$ cat src/rtl/logic_unit_pkg.sv
// Shared types and helpers for the sliced logic unit.
// Opcode and state encodings, plus an elaboration-time configuration check.
package logic_unit_pkg;

  typedef enum logic [2:0] {
    LU_AND  = 3'd0,
    LU_OR   = 3'd1,
    LU_XOR  = 3'd2,
    LU_NOT  = 3'd3,
    LU_NAND = 3'd4,
    LU_NOR  = 3'd5,
    LU_XNOR = 3'd6,
    LU_PASS = 3'd7
  } op_e;

  typedef enum logic [1:0] {
    IDLE = 2'd0,
    RUN  = 2'd1,
    DONE = 2'd2
  } state_e;

  // The operand width must split into a whole number (>= 1) of slices.
  function automatic bit slice_cfg_ok(input int width, input int slice);
    return (slice > 0) && (width >= slice) && ((width % slice) == 0);
  endfunction

endpackage

$ cat src/rtl/logic_slice.sv
// Combinational bitwise operator on one SLICE-bit chunk of the operands.
// Operand b is not used by NOT A and PASS A.
module logic_slice
  import logic_unit_pkg::*;
#(
  parameter int SLICE = 4
) (
  input  op_e              op,
  input  logic [SLICE-1:0] a,
  input  logic [SLICE-1:0] b,
  output logic [SLICE-1:0] y
);

  // Select the bitwise function for the current opcode.
  always_comb begin
    y = '0;
    case (op)
      LU_AND:  y = a & b;
      LU_OR:   y = a | b;
      LU_XOR:  y = a ^ b;
      LU_NOT:  y = ~a;
      LU_NAND: y = ~(a & b);
      LU_NOR:  y = ~(a | b);
      LU_XNOR: y = ~(a ^ b);
      LU_PASS: y = a;
      default: y = '0;
    endcase
  end

endmodule

$ cat src/rtl/logic_unit_seq.sv
// Multi-cycle bitwise logic unit: WIDTH-bit operands processed SLICE bits per
// cycle, LSB slice first, with valid/ready handshakes on both sides.
// Optional feature macro: LOGIC_UNIT_PARITY_EN (enables the parity flag;
// otherwise parity is tied low). The port list is the same in both builds.
module logic_unit_seq
  import logic_unit_pkg::*;
#(
  parameter int WIDTH = 16,
  parameter int SLICE = 4
) (
  input  logic             clk,
  input  logic             rst_n,
  input  logic             in_valid,
  output logic             in_ready,
  input  logic [2:0]       op,
  input  logic [WIDTH-1:0] data_a,
  input  logic [WIDTH-1:0] data_b,
  output logic             out_valid,
  input  logic             out_ready,
  output logic [WIDTH-1:0] result,
  output logic             zero,
  output logic             parity,
  output logic             busy
);

  localparam int NSLICE = WIDTH / SLICE;
  localparam int IDX_W  = (NSLICE > 1) ? $clog2(NSLICE) : 1;

  generate
    if (!slice_cfg_ok(WIDTH, SLICE)) begin : g_bad_cfg
      $error("logic_unit_seq: WIDTH must be a non-zero multiple of SLICE");
    end
  endgenerate

  state_e           state;
  logic [IDX_W-1:0] idx;
  op_e              op_q;
  logic [WIDTH-1:0] a_q;
  logic [WIDTH-1:0] b_q;

  logic [SLICE-1:0] a_arr [NSLICE];
  logic [SLICE-1:0] b_arr [NSLICE];
  logic [SLICE-1:0] a_sl;
  logic [SLICE-1:0] b_sl;
  logic [SLICE-1:0] y_sl;
  logic [WIDTH-1:0] result_next;
  logic             last;
  logic             accept;

  // Split the latched operands into slices so idx can pick one through a mux.
  genvar gi;
  generate
    for (gi = 0; gi < NSLICE; gi++) begin : g_split
      assign a_arr[gi] = a_q[gi*SLICE +: SLICE];
      assign b_arr[gi] = b_q[gi*SLICE +: SLICE];
    end
  endgenerate

  assign a_sl   = a_arr[idx];
  assign b_sl   = b_arr[idx];
  assign last   = (idx == IDX_W'(NSLICE - 1));
  assign accept = (state == IDLE) && in_valid && in_ready;

  logic_slice #(.SLICE(SLICE)) u_slice (
    .op (op_q),
    .a  (a_sl),
    .b  (b_sl),
    .y  (y_sl)
  );

  // Merge the freshly computed slice into the result at position idx.
  always_comb begin
    result_next = result;
    for (int i = 0; i < NSLICE; i++) begin
      if (idx == IDX_W'(i)) begin
        result_next[i*SLICE +: SLICE] = y_sl;
      end
    end
  end

  // Control FSM with registered handshake outputs, result and zero flag.
  always_ff @(posedge clk or negedge rst_n) begin
    if (!rst_n) begin
      state     <= IDLE;
      idx       <= '0;
      op_q      <= LU_AND;
      a_q       <= '0;
      b_q       <= '0;
      result    <= '0;
      zero      <= 1'b0;
      in_ready  <= 1'b1;
      out_valid <= 1'b0;
      busy      <= 1'b0;
    end else begin
      case (state)
        IDLE: begin
          if (accept) begin
            state    <= RUN;
            op_q     <= op_e'(op);
            a_q      <= data_a;
            b_q      <= data_b;
            idx      <= '0;
            result   <= '0;
            in_ready <= 1'b0;
            busy     <= 1'b1;
          end
        end
        RUN: begin
          result <= result_next;
          if (last) begin
            state     <= DONE;
            idx       <= '0;
            zero      <= (result_next == '0);
            out_valid <= 1'b1;
          end else begin
            idx <= idx + 1'b1;
          end
        end
        DONE: begin
          // Result and flags stay frozen until the consumer takes them.
          if (out_ready) begin
            state     <= IDLE;
            out_valid <= 1'b0;
            in_ready  <= 1'b1;
            busy      <= 1'b0;
          end
        end
        default: begin
          state <= IDLE;
        end
      endcase
    end
  end

`ifdef LOGIC_UNIT_PARITY_EN
  logic par_acc;
  logic par_next;

  assign par_next = par_acc ^ (^y_sl);

  // Accumulate parity slice by slice; publish it together with the result.
  always_ff @(posedge clk or negedge rst_n) begin
    if (!rst_n) begin
      par_acc <= 1'b0;
      parity  <= 1'b0;
    end else if (accept) begin
      par_acc <= 1'b0;
    end else if (state == RUN) begin
      par_acc <= par_next;
      if (last) begin
        parity <= par_next;
      end
    end
  end
`else
  assign parity = 1'b0;
`endif

endmodule

$ cat config.mk
export PLATFORM = sky130hd
export DESIGN_NAME = logic_unit_seq
export DESIGN_NICKNAME = d
export VERILOG_FILES = /design/src/rtl/logic_unit_pkg.sv /design/src/rtl/logic_slice.sv /design/src/rtl/logic_unit_seq.sv
export SDC_FILE = /design/constraint.sdc
export NUM_CORES = 1
export LEC_CHECK = 0
export CAP_MARGIN = 20
export CORE_MARGIN = 4
export CORE_UTILIZATION = 47
export CTS_CLUSTER_DIAMETER = 40
export DETAILED_ROUTE_END_ITERATION = 7
export HOLD_SLACK_MARGIN = 0.05
export MAX_ROUTING_LAYER = met4
export PLACE_DENSITY_LB_ADDON = 0.05
export SLEW_MARGIN = 20
export SYNTH_ARGS = -nofsm -noshare
export SYNTH_HDL_FRONTEND = slang
export SYNTH_SLANG_ARGS = --single-unit
$ cat constraint.sdc
create_clock -name clk -period 2.41 [get_ports clk]
set_input_delay 0.482 -clock clk [delete_from_list [all_inputs] [get_ports clk]]
set_output_delay 0.482 -clock clk [all_outputs]
set_load 0.03 [all_outputs]
==> flow_results.org, run 1 <==
** Status
- Run status :: complete, but fails checks
- Failing checks :: negative setup slack

** Synth
- Counting distinct cell types in the post-synthesis netlist gives 46.
- Share of the synthesized area in the top cell type :: 46.2%
- Post-Syn Area :: 3140 sq um
- FF+latch count, synth :: 59
- The number of nets handed over by synthesis was 319.
- In the post-synthesis netlist, the biggest area contributors are sky130_fd_sc_hd__dfrtp_1 46%, sky130_fd_sc_hd__mux2_2 13%, sky130_fd_sc_hd__ha_1 4.8%.
- Post-synthesis area per instance :: 11.7 sq um
- The share of the Yosys chip area taken by registers is 47.0%.
- Top cell types by occurrence after synthesis :: 58 x sky130_fd_sc_hd__dfrtp_1, 35 x sky130_fd_sc_hd__mux2_2, 16 x sky130_fd_sc_hd__inv_1
- Post-synth EDFFs :: 0
- Most frequent cell after synthesis :: sky130_fd_sc_hd__dfrtp_1
- Gate Count Post-Synth :: 268
- Number of warning messages in the yosys log :: 0
- Share of flip-flops with an asynchronous set or reset after synthesis :: 100%
- In the synthesized netlist the dominant register cell turns out to be sky130_fd_sc_hd__dfrtp_1.
- The biggest area contributor in the post-synthesis netlist is sky130_fd_sc_hd__dfrtp_1.

** Die
- Area of the die :: 8060 sq um
- The die is 89.8 um wide.
- The die is 89.8 um tall.
- For this configuration, the core starts out at a cell density of 48.9%.
- Placement Rows :: 29
- In this run the standard cell core region covers 6420 sq um.
- 60 I/O pins were placed.

** GRT
- The first global-routing pass estimated 12200 um of wire.
- Total global routing track utilization :: 19.1%
- Remaining Overflow, GRT :: 0
- Vias in the first global route :: 2507
- The number of antenna violations at the first check in global routing came to 0.
- Entering global routing, the biggest net connects 41 pins.

** Detailed routing
- Once detail routing completed, the nets flagged for antenna violations numbered 0.
- In this run, the number of DRC markers left after iteration 0 of detailed routing was 126.
- Mean routed wirelength per cell :: 16.5 um
- Detailed-router iteration count before antenna repair :: 4
- Vias :: 2404
- For this block, the routed nets add up to 7200 um of wire.
- Vias/cell :: 5.51
- After detailed routing, the number of remaining DRC violations is 0.

** Timing
- Of the available clock period, the critical path in the final layout requires 102%.
- Crit path setup slack, layout :: -0.0581 ns
- The final-report max-slew violation count was 0.
- Setup repair after global routing missed its margin :: yes
- Final setup viols :: 13
- Count of final hold-check violations :: 0
- Final period demand of the worst path :: 2.47 ns
- Headroom to the max-slew limit came out at 63.6%.
- On the final layout, the worst clock skew is 0.00915 ns.
- Pin slew with the least headroom to its limit :: 0.546 ns
- Timing would allow up to 0.405 GHz.

** Clock network
- Counting every sink on the clock net gives 59.
- Clock latency on the worst-skew pair, taken at its later pin, is 0.34 ns.
- Clock tree from TritonCTS :: yes
- Hold bufs inserted after CTS :: 0
- TritonCTS buffer count :: 9
- After clock tree synthesis, the clock-pin slew on the worst setup and hold paths is 0.07 ns.
- Clock tree synthesis selected as its root buffer the cell sky130_fd_sc_hd__clkbuf_8.
- Max clock buf depth :: 2
- H-Tree Level Count :: 3

** Worst setup path
- Critical-path cell with the highest stage delay :: sky130_fd_sc_hd__mux4_2
- By startpoint and endpoint, the worst setup path is classified as reg2reg.
- The most critical setup path has its startpoint at idx[0].
- Worst Path Arrival :: 2.69 ns
- Peak per-stage delay on the critical path :: 0.55 ns
- Dominant delay contributor by cell family on the critical path :: compound AO/OA/AOI/OAI gates
- Largest fanout of any net on the critical path :: 7
- Startpoint of the most critical register-to-register path :: idx[0]
- For the worst setup path, the data required time is 2.63 ns.
- Cells traversed along the worst timing path :: buf_12, mux4_2, inv_2, ha_4, nand2b_4, a21oi_4, o32ai_2, o31a_1, and2_4, a22o_1
- Buf/Inv on CP :: 2
- STA classifies the critical path startpoint as a flip-flop.
- Kind of end point of the critical path :: flip-flop

** Final layout
- The number of antenna diodes in the final layout is 0.
- Area grow syn2layout :: 40.1%
- Final cell utilization of the core :: 68.6%
- Of the cells placed in the final design, the portion with a size suffix greater than 1 is 36.8%.
- At the end of the flow, the number of nets in the layout was 405.

** Job
- Across the run, the number of max-cap violations was 0.

** Pwr
- The worst-case IR drop observed on VDD is 0.000440 V.
- Leakage component of the power :: 2.00 nW
- Power spread over the standard cell area amounts to 472 nW/um^2.

** Place
- Buffers placed on the I/O ports in this run total 58.
- Detailed placement finished with a half-perimeter wire length of 5220 um.
- At the end of routability-driven placement, the weighted congestion stood at 0.904.
- Worst slack at placement :: -0.123 ns

** Min path
- The worst hold path belongs to the class in2async.
==> layout by cell type, fill, tap and decap left out, types with 4 or more instances in the layout <==
master / n
sky130_fd_sc_hd__a21oi_1: 9
sky130_fd_sc_hd__a22o_1: 12
sky130_fd_sc_hd__a32o_1: 5
sky130_fd_sc_hd__buf_12: 4
sky130_fd_sc_hd__buf_4: 29
sky130_fd_sc_hd__clkbuf_8: 10
sky130_fd_sc_hd__clkdlybuf4s50_1: 57
sky130_fd_sc_hd__dfrtp_1: 57
sky130_fd_sc_hd__ha_1: 7
sky130_fd_sc_hd__ha_4: 4
sky130_fd_sc_hd__inv_1: 8
sky130_fd_sc_hd__inv_2: 8
sky130_fd_sc_hd__mux2_2: 34
sky130_fd_sc_hd__mux4_2: 7
sky130_fd_sc_hd__nand2_1: 15
sky130_fd_sc_hd__nand3_1: 4
sky130_fd_sc_hd__nor2_1: 11
sky130_fd_sc_hd__nor3_1: 4
sky130_fd_sc_hd__o21ai_0: 7
==> routing by layer <==
layer | vias to the layer above | part of all wire [%] | GRT usage, %
met5 | - | 0 | -
met4 | 0 | 1.3 | 6.00
met3 | 11 | 4.9 | 5.18
met2 | 67 | 47 | 29.4
met1 | 1180 | 47 | 24.9
li1 | 1146 | - | -
==> cells by family (layout without fill, tap and decap cells) <==
kind of cell    count (synthesis)  count (layout)  share of synthesized area (%)
compound gates                 59              59                           13.8
flops                          59              59                           47.0
fa+ha+maj                      12              12                           4.78
other cells                     1               1                          0.119
buf+inv                        33             124                           4.94
simple gates                   55              55                           8.76
mux                            45              45                           19.0
xor+xnor                        4               4                           1.59
==> sequential cells by signal, summed over array words and instances (netlist names) <==
name       count
busy           1
op_q           3
b_q           16
state          2
zero           1
a_q           16
in_ready       1
out_valid      1
idx            2
result        16
==> cell type report <==
| cell class | instances | area (sq um) |
|---|---|---|
| timing repair buffer | 92 | 885 |
| fill | 501 | 2020 |
| multi-input combinational | 176 | 1660 |
| clock buffer | 12 | 145 |
| inverter | 16 | 60.1 |
| tap | 77 | 96.3 |
| sequential | 59 | 1480 |
| clock inverter | 4 | 73.8 |
==> stage by stage <==
stage,hold WS [ns],TNS (ns),cell area (sq um),total power [mW],cells
floorplan,0.186,0,3150,1.01,268
global placement,0.466,-0.587,3960,1.10,412
detailed placement,0.470,-1.23,3960,1.10,412
CTS,0.137,-0.392,4350,2.10,436
global route,0.158,-2.09,4400,2.15,436
finish,0.128,-0.443,4400,2.08,436
==> power breakdown <==
| group | internal, mW | leakage, nW | switching (mW) | total (mW) |
|---|---|---|---|---|
| logic | 0.0565 | 1.08 | 0.0312 | 0.0877 |
| registers | 0.990 | 0.805 | 0 | 0.990 |
| clock network | 0.611 | 0.111 | 0.390 | 1.00 |
==> repair_timing <==
item,in CTS,in global routing
cloned,0,0
resized for setup,29,12
buffers inserted,8,1
setup endpoints to repair,17,17
pin swaps,33,13
==> path summary, 6_finish.rpt <==
kind / cells past startpoint / end / slack, ns
min: 1 / op_q[0] / 0.13
min reg2reg: 1 / busy / 0.48
min in group clk: 1 / busy / 0.48
max in group asynchronous: 2 / in_ready / 1.64
max reg2reg: 10 / result[0] / -0.06
max: 10 / result[0] / -0.06
Note: power is estimated with default switching activity, not from simulation.
==> inputs of run 2 (changes only) <==
Settings changed: CORE_UTILIZATION 47 to 34.
==> flow_results.org, run 2 (synthesized netlist as in run 1, its figures left out) <==
** GRT
- Antenna violations before repair :: 0 (unchanged)
- Remaining Overflow, GRT :: 0 (unchanged)
- Global-route wire length before repair :: 12800 um (was 12200 um)
- Pin count of the biggest net entering global routing :: 31 (was 41)
- The number of global-route vias before repair is 2556 (was 2507).
- The overall routing resource usage is 15.0% (was 19.1%).

** Clock network
- TritonCTS buffer count :: 9 (unchanged)
- Hold bufs inserted after CTS :: 0 (unchanged)
- The worst-skew pair later-pin latency is 0.33 ns (was 0.34 ns).
- The clock tree from TritonCTS was yes (unchanged).
- The H-tree depth came to 3 (unchanged).
- Reg clk slew, reported paths :: 0.07 ns (about the same)
- The root buffer cell is sky130_fd_sc_hd__clkbuf_8 (unchanged).
- Num Clock Sinks :: 59 (unchanged)
- The maximum number of buffers from clock root to sink was 2 (unchanged).

** Timing
- The count of endpoints failing setup in the final report was 7 (was 13).
- Setup repair after global routing missed its margin: yes (unchanged).
- Count of final hold-check violations :: 0 (unchanged)
- Pin slew with the least headroom to its limit :: 0.536 ns (was 0.546 ns)
- The maximum clock frequency is 0.409 GHz (was 0.405 GHz).
- Setup total negative slack :: -0.123 ns (was -0.443 ns)
- The share of the clock period used by the worst path came to 101% (was 102%).
- The worst setup slack after layout came to -0.0346 ns (was -0.0581 ns).
- The worst relative slew slack came to 63.9% (was 63.6%).
- Final Max Tran Viols :: 0 (unchanged)
- Final clock skew :: 0.00822 ns (was 0.00915 ns)
- The clock period minus final worst setup slack was 2.44 ns (was 2.47 ns).

** Die
- Initial Util :: 35.5% (was 48.9%)
- Boundary Pins :: 60 (unchanged)
- The height of the chip came to 104 um (was 89.8 um).
- The cell row count is 34 (was 29).
- The die outline area came to 10800 sq um (was 8060 sq um).
- Standard cell core area :: 8850 sq um (was 6420 sq um)
- The chip width came to 104 um (was 89.8 um).

** Detailed routing
- The routed wire length was 7620 um (was 7200 um).
- The count of nets left with antenna violations after detail routing is 0 (unchanged).
- The number of vias after detailed routing is 2396 (was 2404).
- The initial detailed-routing violation count is 61 (was 126).
- Detailed-router iteration count before antenna repair :: 4 (unchanged)
- The detailed-route vias per instance came to 5.07 (was 5.51).
- The detailed-route DRC error count is 0 (unchanged).
- Mean routed wirelength per cell :: 16.1 um (was 16.5 um)

** Worst setup path
- The maximum cell stage delay along the critical path is 0.40 ns (was 0.55 ns).
- Cell repeated most along the worst path :: sky130_fd_sc_hd__buf_6
- Data required time at the worst endpoint :: 2.68 ns (was 2.63 ns)
- Largest fanout of any net on the critical path :: 5 (was 7)
- The element type at the critical path end is a flip-flop (unchanged).
- The startpoint class of the critical path is a flip-flop (unchanged).
- Cells traversed along the worst timing path: buf_6, buf_6, mux2i_1, mux2_4, ha_4, inv_2, a221oi_2, o21a_1, o22ai_1, a21oi_1, buf_4, a22o_1 (was buf_12, mux4_2, inv_2, ha_4, nand2b_4, a21oi_4, o32ai_2, o31a_1, and2_4, a22o_1).
- Worst Path Arrival :: 2.72 ns (was 2.69 ns)
- The critical setup path kind was reg2reg (unchanged).
- Critical-path cell with the highest stage delay :: sky130_fd_sc_hd__dfrtp_1 (was sky130_fd_sc_hd__mux4_2)

** Job
- Count of max-cap constraint violations :: 0 (unchanged)

** Status
- Run status: complete, but fails checks (unchanged).
- Failing checks :: negative setup slack (unchanged)

** Pwr
- The switching power was 0.426 mW (was 0.421 mW).
- Switching part of the total power :: 19.5% (was 20.2%)
- Total power per unit cell area :: 487 nW/um^2 (was 472 nW/um^2)
- The total power consumption of the routed design came to 2.18 mW (was 2.08 mW).
- The cell leakage power is 2.02 nW (was 2.00 nW).
- The largest voltage drop on the vdd net came to 0.000416 V (was 0.000440 V).
- The clock share of power is 50.7% (was 48.2%).
- The sequential group share of total power is 45.3% (was 47.6%).
- Internal cell power :: 1.76 mW (was 1.66 mW)
- Logic gate share of total power :: 4.0% (was 4.2%)

** Place
- The number of buffer cells added on primary ports came to 58 (unchanged).
- Worst slack at placement :: -0.193 ns (was -0.123 ns)
- Final weighted congestion of routability-driven global placement :: 0.790 (was 0.904)
- The detailed-placement wirelength estimate came to 5560 um (was 5220 um).

** Final layout
- The net total in the final layout is 411 (was 405).
- The layout overhead on the synthesized area is 42.8% (was 40.1%).
- Commonest cells after routing, fill and taps aside :: 57 x sky130_fd_sc_hd__dfrtp_1, 57 x sky130_fd_sc_hd__clkdlybuf4s50_1, 35 x sky130_fd_sc_hd__buf_4, 34 x sky130_fd_sc_hd__mux2_2, 15 x sky130_fd_sc_hd__nand2_1 (was 57 x sky130_fd_sc_hd__dfrtp_1, 57 x sky130_fd_sc_hd__clkdlybuf4s50_1, 34 x sky130_fd_sc_hd__mux2_2, 29 x sky130_fd_sc_hd__buf_4, 15 x sky130_fd_sc_hd__nand2_1)
- The final cell utilization of the core is 50.7% (was 68.6%).
- Number of antenna repair diodes :: 0 (unchanged)
- The share of cells above drive strength 1 was 37.8% (was 36.8%).
- Registers with the most flip-flops: a_q x16, b_q x16, result x16 (unchanged).

** Min path
- Tightest Hold Check Type :: in2async (unchanged)
run 2: changes by cell type in the layout (fill, tap and decap cells not counted), sizes merged:
cell / change
bufinv: +1
buf: +6
clkbuf: -1
run 2: path summary, 6_finish.rpt:
path,start,end,slack [ns],depth (start not counted)
worst max-delay path,idx[0],result[14],-0.03,12
worst min-delay path,rst_n,op_q[0],0.16,2
worst max register to register,idx[0],result[14],-0.03,12
worst min register to register,busy,busy,0.49,1
max in group asynchronous,rst_n,in_ready,1.92,2
min in group clk,busy,busy,0.49,1
run 2: worst max-delay path, delay by kind of cell (launching register included):
kind | cells | cell delay, ns
fa+ha+maj | 1 | 0.29
buf+inv | 4 | 0.47
flops | 1 | 0.40
compound gates | 5 | 0.82
mux | 2 | 0.40
run 2: routing by layer:
layer / wire, um / part of all wire, % / global-route usage, % / vias to the layer above
met2: 3660 / 48 / 24.0 / 43
met4: 88 / 1.2 / 4.27 / 0
li1: - / - / - / 1158
met5: 0 / 0 / - / -
met3: 229 / 3.0 / 3.17 / 7
met1: 3640 / 48 / 19.4 / 1188
run 2: cell type report:
type                            count  area, sq um
Clock inverter                      5          100
Clock buffer                       11          141
Inverter                           16         60.1
Timing Repair Buffer               98          895
Sequential cell                    59         1480
Fill cell                         825         4360
Multi-Input combinational cell    176         1680
Tap cell                          108          135
run 2: repair_timing:
| item | in CTS | in global routing |
|---|---|---|
| pin swaps | 27 | 18 |
| resized for setup | 26 | 20 |
| buffers inserted | 4 | 4 |
| endpoints found under the setup margin | 16 | 17 |
| cloned | 0 | 0 |
run 2: power by group through the flow:
stage | Clock (mW) | Sequential, mW | Combinational [mW]
2_1_floorplan | 0 | 1.01 | 0.00480
3_3_place_gp | 0 | 1.01 | 0.0898
3_5_place_dp | 0 | 1.01 | 0.0894
4_1_cts | 1.14 | 0.990 | 0.0898
5_1_grt | 1.18 | 0.989 | 0.0963
6_report | 1.11 | 0.990 | 0.0866
run 2: metrics by stage:
stage               hold slack [ns]  cells  instance area, sq um
floorplan                     0.186    268                  3150
global placement              0.474    449                  4010
detailed placement            0.475    449                  4010
CTS                           0.167    469                  4380
global route                  0.200    473                  4490
finish                        0.161    473                  4490
==> inputs of run 3 (changes only) <==
Settings changed: CAP_MARGIN 20 to 10.
==> results of run 3 <==
Same layout as run 2: the final DEF is identical, and so are final timing and power.
